## config.mk

```make
export PLATFORM = sky130hd
export DESIGN_NAME = oneton_mbit_demux
export DESIGN_NICKNAME = d
export VERILOG_FILES = /design/src/rtl/oneton_demux_pkg.sv /design/src/rtl/oneton_mbit_demux_skid_buf.sv /design/src/rtl/oneton_mbit_demux.sv
export SDC_FILE = /design/constraint.sdc
export NUM_CORES = 2
export LEC_CHECK = 0
export CORE_ASPECT_RATIO = 0.75
export CORE_MARGIN = 2
export CORE_UTILIZATION = 50
export CTS_BUF_LIST = sky130_fd_sc_hd__clkbuf_8
export DETAILED_ROUTE_END_ITERATION = 16
export GPL_ROUTABILITY_DRIVEN = 1
export PLACE_DENSITY_LB_ADDON = 0.25
export SYNTH_ARGS = -nofsm -noshare
export SYNTH_HDL_FRONTEND = slang
export SYNTH_SLANG_ARGS = --single-unit
```

## constraint.sdc

```tcl
create_clock -name clk -period 2.1 [get_ports clk]
set_input_delay 0.315 -clock clk [delete_from_list [all_inputs] [get_ports clk]]
set_output_delay 0.315 -clock clk [all_outputs]
set_load 0.03 [all_outputs]
```

## src/rtl/oneton_demux_pkg.sv

```systemverilog
// Shared types and helpers for the 1-to-N M-bit stream demultiplexer.
// Holds the packet-lock state encoding and the select/counter width helpers.
package oneton_demux_pkg;

   typedef enum logic {
      ST_IDLE = 1'b0,
      ST_BUSY = 1'b1
   } state_t;

   // Wide enough for any practical drop counter saturation value.
   typedef logic [31:0] cnt_max_t;

   function automatic int sel_width(input int n);
      return (n <= 1) ? 1 : $clog2(n);
   endfunction

   function automatic cnt_max_t cnt_max(input int w);
      return cnt_max_t'((64'd1 << w) - 64'd1);
   endfunction

endpackage

```

## src/rtl/oneton_mbit_demux_skid_buf.sv

```systemverilog
// Two-entry skid buffer: in_ready is a registered not-full flag, so the
// downstream ready never reaches the upstream ready combinationally.
module mbit_skid_buf #(
   parameter int W = 33
) (
   input  logic         clk,
   input  logic         rst,
   input  logic         in_valid,
   output logic         in_ready,
   input  logic [W-1:0] in_data,
   output logic         out_valid,
   input  logic         out_ready,
   output logic [W-1:0] out_data
);

   logic [W-1:0] r_head;
   logic [W-1:0] r_tail;
   logic [1:0]   r_count;
   logic         r_not_full;
   logic         r_valid;

   logic         w_push;
   logic         w_pop;
   logic [1:0]   w_count_next;

   assign w_push       = in_valid && r_not_full;
   assign w_pop        = r_valid && out_ready;
   assign w_count_next = r_count + {1'b0, w_push} - {1'b0, w_pop};

   assign in_ready  = r_not_full;
   assign out_valid = r_valid;
   assign out_data  = r_head;

   always_ff @(posedge clk) begin
      if (rst) begin
         r_head     <= '0;
         r_tail     <= '0;
         r_count    <= 2'd0;
         r_not_full <= 1'b1;
         r_valid    <= 1'b0;
      end else begin
         r_count    <= w_count_next;
         r_not_full <= (w_count_next != 2'd2);
         r_valid    <= (w_count_next != 2'd0);
         // The head register always presents the oldest beat.
         case (r_count)
            2'd0: begin
               if (w_push) r_head <= in_data;
            end
            2'd1: begin
               if (w_push && w_pop) r_head <= in_data;
               else if (w_push)     r_tail <= in_data;
            end
            default: begin
               if (w_pop) r_head <= r_tail;
            end
         endcase
      end
   end

endmodule

```

## src/rtl/oneton_mbit_demux.sv

```systemverilog
// 1-to-N M-bit stream demultiplexer with a packet lock on the destination
// and a two-entry skid buffer per output; out-of-range beats are counted and dropped.
module oneton_mbit_demux
   import oneton_demux_pkg::*;
#(
   parameter  int N     = 16,
   parameter  int M     = 32,
   parameter  int CNT_W = 16,
   localparam int SEL_W = sel_width(N)
) (
   input  logic             clk,
   input  logic             rst,
   input  logic             s_valid,
   output logic             s_ready,
   input  logic [M-1:0]     s_data,
   input  logic             s_last,
   input  logic [SEL_W-1:0] s_sel,
   output logic [N-1:0]     m_valid,
   input  logic [N-1:0]     m_ready,
   output logic [N*M-1:0]   m_data,
   output logic [N-1:0]     m_last,
   output logic             drop_pulse,
   output logic [CNT_W-1:0] drop_cnt
);

   localparam cnt_max_t DROP_MAX = cnt_max(CNT_W);

   state_t             r_state;
   logic [SEL_W-1:0]   r_lock_sel;
   logic               r_drop_pulse;
   logic [CNT_W-1:0]   r_drop_cnt;

   logic [SEL_W-1:0]   w_route;
   logic               w_route_ok;
   logic               w_accept;
   logic               w_drop;
   logic [N-1:0]       w_hit;
   logic [N-1:0]       w_in_ready;
   logic [M:0]         w_out_data [N];

   assign w_route = (r_state == ST_IDLE) ? s_sel : r_lock_sel;
   // Extra bit keeps the range test meaningful when N is a power of two.
   assign w_route_ok = ({1'b0, w_route} < (SEL_W + 1)'(N));

   assign s_ready  = !rst && (w_route_ok ? |(w_in_ready & w_hit) : 1'b1);
   assign w_accept = s_valid && s_ready;
   assign w_drop   = w_accept && !w_route_ok;

   generate
      for (genvar gi = 0; gi < N; gi++) begin : g_out
         assign w_hit[gi] = (w_route == SEL_W'(gi));

         mbit_skid_buf #(
            .W (M + 1)
         ) u_skid (
            .clk       (clk),
            .rst       (rst),
            .in_valid  (s_valid && w_route_ok && w_hit[gi]),
            .in_ready  (w_in_ready[gi]),
            .in_data   ({s_last, s_data}),
            .out_valid (m_valid[gi]),
            .out_ready (m_ready[gi]),
            .out_data  (w_out_data[gi])
         );

         assign m_data[gi*M +: M] = w_out_data[gi][M-1:0];
         assign m_last[gi]        = w_out_data[gi][M];
      end
   endgenerate

   always_ff @(posedge clk) begin
      if (rst) begin
         r_state      <= ST_IDLE;
         r_lock_sel   <= '0;
         r_drop_pulse <= 1'b0;
         r_drop_cnt   <= '0;
      end else begin
         r_drop_pulse <= w_drop;
         if (w_drop && (r_drop_cnt != DROP_MAX[CNT_W-1:0]))
            r_drop_cnt <= r_drop_cnt + 1'b1;
         if (w_accept) begin
            case (r_state)
               ST_IDLE: begin
                  if (!s_last) begin
                     r_state    <= ST_BUSY;
                     r_lock_sel <= s_sel;
                  end
               end
               default: begin
                  if (s_last) r_state <= ST_IDLE;
               end
            endcase
         end
      end
   end

   assign drop_pulse = r_drop_pulse;
   assign drop_cnt   = r_drop_cnt;

endmodule

```

==> results summary <==
The pin count of the biggest net entering global routing came out at 88. The maximum count of clock buffers along a single path is 3. The via-per-instance ratio came out at 5.62. The synthesized area divided by synthesized cell count is 8.77 sq um. From synthesis to final layout, the design area changed by 31.1%.

The worst register-to-register path begins at r_lock_sel[1]. The worst hold path was traced through 4 stages. The max-capacitance violation count is 0. Across all setup checks in the final design, the least slack found is -0.863 ns.

The slack of the worst reg-to-reg path came out at -0.32 ns. The run finished, with violations left. The worst hold path belongs to the class input pin to flop. The logic depth of the worst path, buffers included came out at 7.

The most critical setup path has its startpoint at r_state. The aggregate global routing overflow came out at 0. The post-synth design cell area is 0.0453 sq mm. The endpoint of the worst setup timing path is s_ready. The first-pass GRT wire length is 214000 um. The cell sitting at the root of the clock tree is a sky130_fd_sc_hd__clkbuf_8. At the worst endpoint, the arrival time is 2.65 ns. In the layout the commonest cells are 1106 x sky130_fd_sc_hd__dfxtp_1, 1080 x sky130_fd_sc_hd__nand2_1, 553 x sky130_fd_sc_hd__nor2_1. The slowest library cell on the worst path is sky130_fd_sc_hd__dfxtp_4.

The number of input and output port buffers inserted came out at 600. The number of endpoints with negative hold slack in the final report came to 0. The clock input transition at the sequential cells of the worst setup and hold paths is approximately 0.07 ns. The tightest slew margin relative to the limit came out at 45.6%. The endpoint of the worst-slack reg-to-reg timing path is g_out[2].u_skid.out_data[21]. The peak per-stage delay on the critical path is between 0.3 and 0.4 ns. In this run the remaining antenna-violating nets after routing total 0. For this run, asynchronously set or reset flops after synthesis account for 0%.

The part of the Yosys area used for sequential elements is 49.7%. The layout cell share with drive strength beyond 1 came out at 13.5%. The count of yosys warnings during synthesis came out at 0.

The max-slew violation count is 0. In the global route stage, overall resource usage came out at 29.7%. The required time at the endpoint of the critical path came out at 1.78 ns. The first-pass iteration count of the detailed router is 8. The die width came out at 352 um.

The overall via count from detail_route came out at 40100. The count of routing violations after the opening detailed-route iteration is 3952. The worst-case clock skew came out at 0.0556 ns. The worst setup path is captured at an output pin.

The number of antenna violations at the first check in global routing came out at 6. The filler cell count in the final layout is 7223. Prior to clock tree synthesis, the placed netlist has a worst setup slack of -0.578 ns.

The top-level I/O count is 618. TritonCTS created 170 clock buffers. The number of setup violations in the final report is 1422. The die area is slightly above 0.09 sq mm. The most frequent standard cell in the layout excluding fill and tap cells is sky130_fd_sc_hd__dfxtp_1. The starting density of the core is 50.5%.

Walking the worst path, the cells encountered are nor2b_1, buf_4, a32o_1, o41a_1, a211oi_2, a21oi_2, buf_6. Setup repair after global routing could not meet its margin everywhere. The worst setup path is of the flop to output pin kind. The number of global-route vias before repair came out at approximately 36000.

The transition time at the pin with the least slew margin came out at ~0.8 ns. The wire length reported by the detailed router came out at 152000 um. The number of nets in the layout is 5872. In the final routed layout, each cell accounts on average for 21.4 um.

The areal power density over the cells came out at 1220 mW/mm^2. The clock sink count is 1125. The core region is 0.0897 sq mm. Together, buffers and inverters on the worst path number 2. The overall die height came out at between 200 and 300 um. The most used flip-flop cell after synthesis is sky130_fd_sc_hd__dfxtp_1.

Grouping stages by cell kind, the critical path spends the most delay in compound AO/OA/AOI/OAI gates. TritonCTS built the clock tree. STA classifies the critical path startpoint as a flop. The flip-flop and latch count after synthesis came out at 1125. The leakage dissipation came out at 20.6 nW. The last weighted congestion value of the routability-driven placer came out at 0.885. The post-synthesis instance total is 5168.

For this run, design rule violations remaining after detail routing come to 0. The later-pin clock latency in the skew report is 0.86 ns. The fraction of the cycle the final worst path needs is 141%. The unique cell type count in the Yosys netlist came out at 45. Counting cells, the worst reg-to-reg path comes to 10. After layout, the minimum clock period comes to 2.96 ns. The maximum fanout encountered on the critical timing path is 9. The checks that failed: negative setup slack. CTS built an H-tree with a depth of 4. The HPWL after detailed placement came out at 91700 um. Total power for the finished layout comes to 72.6 mW.

The timing-limited maximum frequency is approximately 340 MHz. The worst IR drop on VDD is 0.753 mV. The synthesized design contains 0 enable-type register cells.

The cell row count came out at 95.
-- layout make-up --
type | instances | area [sq um] | share of cell area [%]
multi-input cells | 3480 | 20900 | 35.2
inverters | 49 | 184 | 0.310
clock inverters | 86 | 498 | 0.838
diodes | 5 | 12.5 | 0.0211
repair buffers | 958 | 10700 | 18.1
clock buffers | 220 | 3030 | 5.10
well taps | 1212 | 1520 | 2.55
flip-flops and latches | 1125 | 22500 | 38.0
-- worst reg2reg max path, cell delays in order (launching register included) --
cell and delay [ns]:
sky130_fd_sc_hd__dfxtp_2 0.34, sky130_fd_sc_hd__buf_6 0.12, sky130_fd_sc_hd__buf_4 0.14, sky130_fd_sc_hd__a22oi_1 0.36, sky130_fd_sc_hd__nor3b_2 0.08, sky130_fd_sc_hd__buf_4 0.16
sky130_fd_sc_hd__buf_4 0.14, sky130_fd_sc_hd__o21a_4 0.26, sky130_fd_sc_hd__buf_6 0.16, sky130_fd_sc_hd__bufbuf_16 0.29, sky130_fd_sc_hd__a211oi_1 0.30
-- worst min-delay path by stage --
stage	from	to	slack (ns)
after floorplan	g_out[0].u_skid.r_tail[0]	g_out[0].u_skid.r_tail[0]	0.44
after global placement	g_out[12].u_skid.r_tail[25]	g_out[12].u_skid.r_tail[25]	0.44
after detailed placement	g_out[1].u_skid.r_tail[27]	g_out[1].u_skid.r_tail[27]	0.45
after CTS	s_sel[0]	r_lock_sel[0]	0.19
after global routing	s_data[23]	g_out[8].u_skid.r_tail[23]	0.26
final	s_data[23]	g_out[8].u_skid.r_tail[23]	0.27
-- timing repair --
| action | CTS | global route |
|---|---|---|
| endpoints found under the setup margin | 1646 | 1522 |
| resized for setup | 194 | 103 |
| pin swaps | 15 | 29 |
| gates cloned | 15 | 30 |
| hold buffers | 22 | 0 |
| buffers inserted | 17 | 17 |
| hold endpoints to repair | 337 | 0 |
-- per-layer routing --
layer	up-vias	global-route usage, %	share of wire (%)
met4	4	12.5	3.5
met5	-	0	0.019
li1	18800	-	-
met2	1869	44.8	43
met3	320	5.49	9.6
met1	19100	41.7	44
-- cells in the mapped netlist, types with 18 or more instances --
library cell	n	area (sq um)
sky130_fd_sc_hd__a211oi_1	528	3960
sky130_fd_sc_hd__a21oi_1	531	2660
sky130_fd_sc_hd__buf_2	119	596
sky130_fd_sc_hd__buf_4	59	443
sky130_fd_sc_hd__clkbuf_1	347	1300
sky130_fd_sc_hd__dfxtp_1	1125	22500
sky130_fd_sc_hd__ha_1	32	400
sky130_fd_sc_hd__inv_1	49	184
sky130_fd_sc_hd__mux2i_1	532	5330
sky130_fd_sc_hd__nand2_1	1083	4070
sky130_fd_sc_hd__nor2_1	557	2090
sky130_fd_sc_hd__nor2b_1	18	113
sky130_fd_sc_hd__o21a_1	20	150
sky130_fd_sc_hd__o21ai_0	23	115
-- where the power goes --
group | internal, mW | switching [mW]
clock network | 9.71 | 8.89
registers | 24.6 | 2.88
logic | 10.9 | 15.6
-- flip-flops by register name, summed over array words and instances, names as in the netlist --
signal	flops
g_out.u_skid.in_ready	16
g_out.u_skid.out_data	528
g_out.u_skid.out_valid	16
g_out.u_skid.r_count	32
g_out.u_skid.r_tail	528
r_lock_sel	4
r_state	1
-- stage by stage --
step           util, %  cells  instance area (sq um)  setup TNS [ns]  hold WS (ns)
5_1_grt           66.2   7135                  59400         -289.95         0.256
2_1_floorplan        -   5184                  45400        -0.00149         0.436
3_3_place_gp      59.8   6726                  53700         -445.39         0.441
4_1_cts           64.7   7083                  58100         -151.26         0.189
6_report          66.2   7135                  59400         -152.53         0.266
3_5_place_dp      59.8   6726                  53700         -477.06         0.446
-- kinds of logic (layout without fill, tap and decap cells) --
logic type | count (synthesis) | in the layout | synth area share, %
AND/OR/NAND/NOR | 1746 | 1746 | 15.9
flip-flops | 1125 | 1125 | 49.7
AO/OA/AOI/OAI | 1120 | 1120 | 15.5
buffers and inverters | 579 | 1313 | 5.61
multiplexers | 533 | 533 | 11.8
adder cells (fa/ha/maj) | 32 | 32 | 0.884
XOR/XNOR | 32 | 32 | 0.618
other | 1 | 22 | 0.00828
Note: power is estimated with default switching activity, not from simulation.
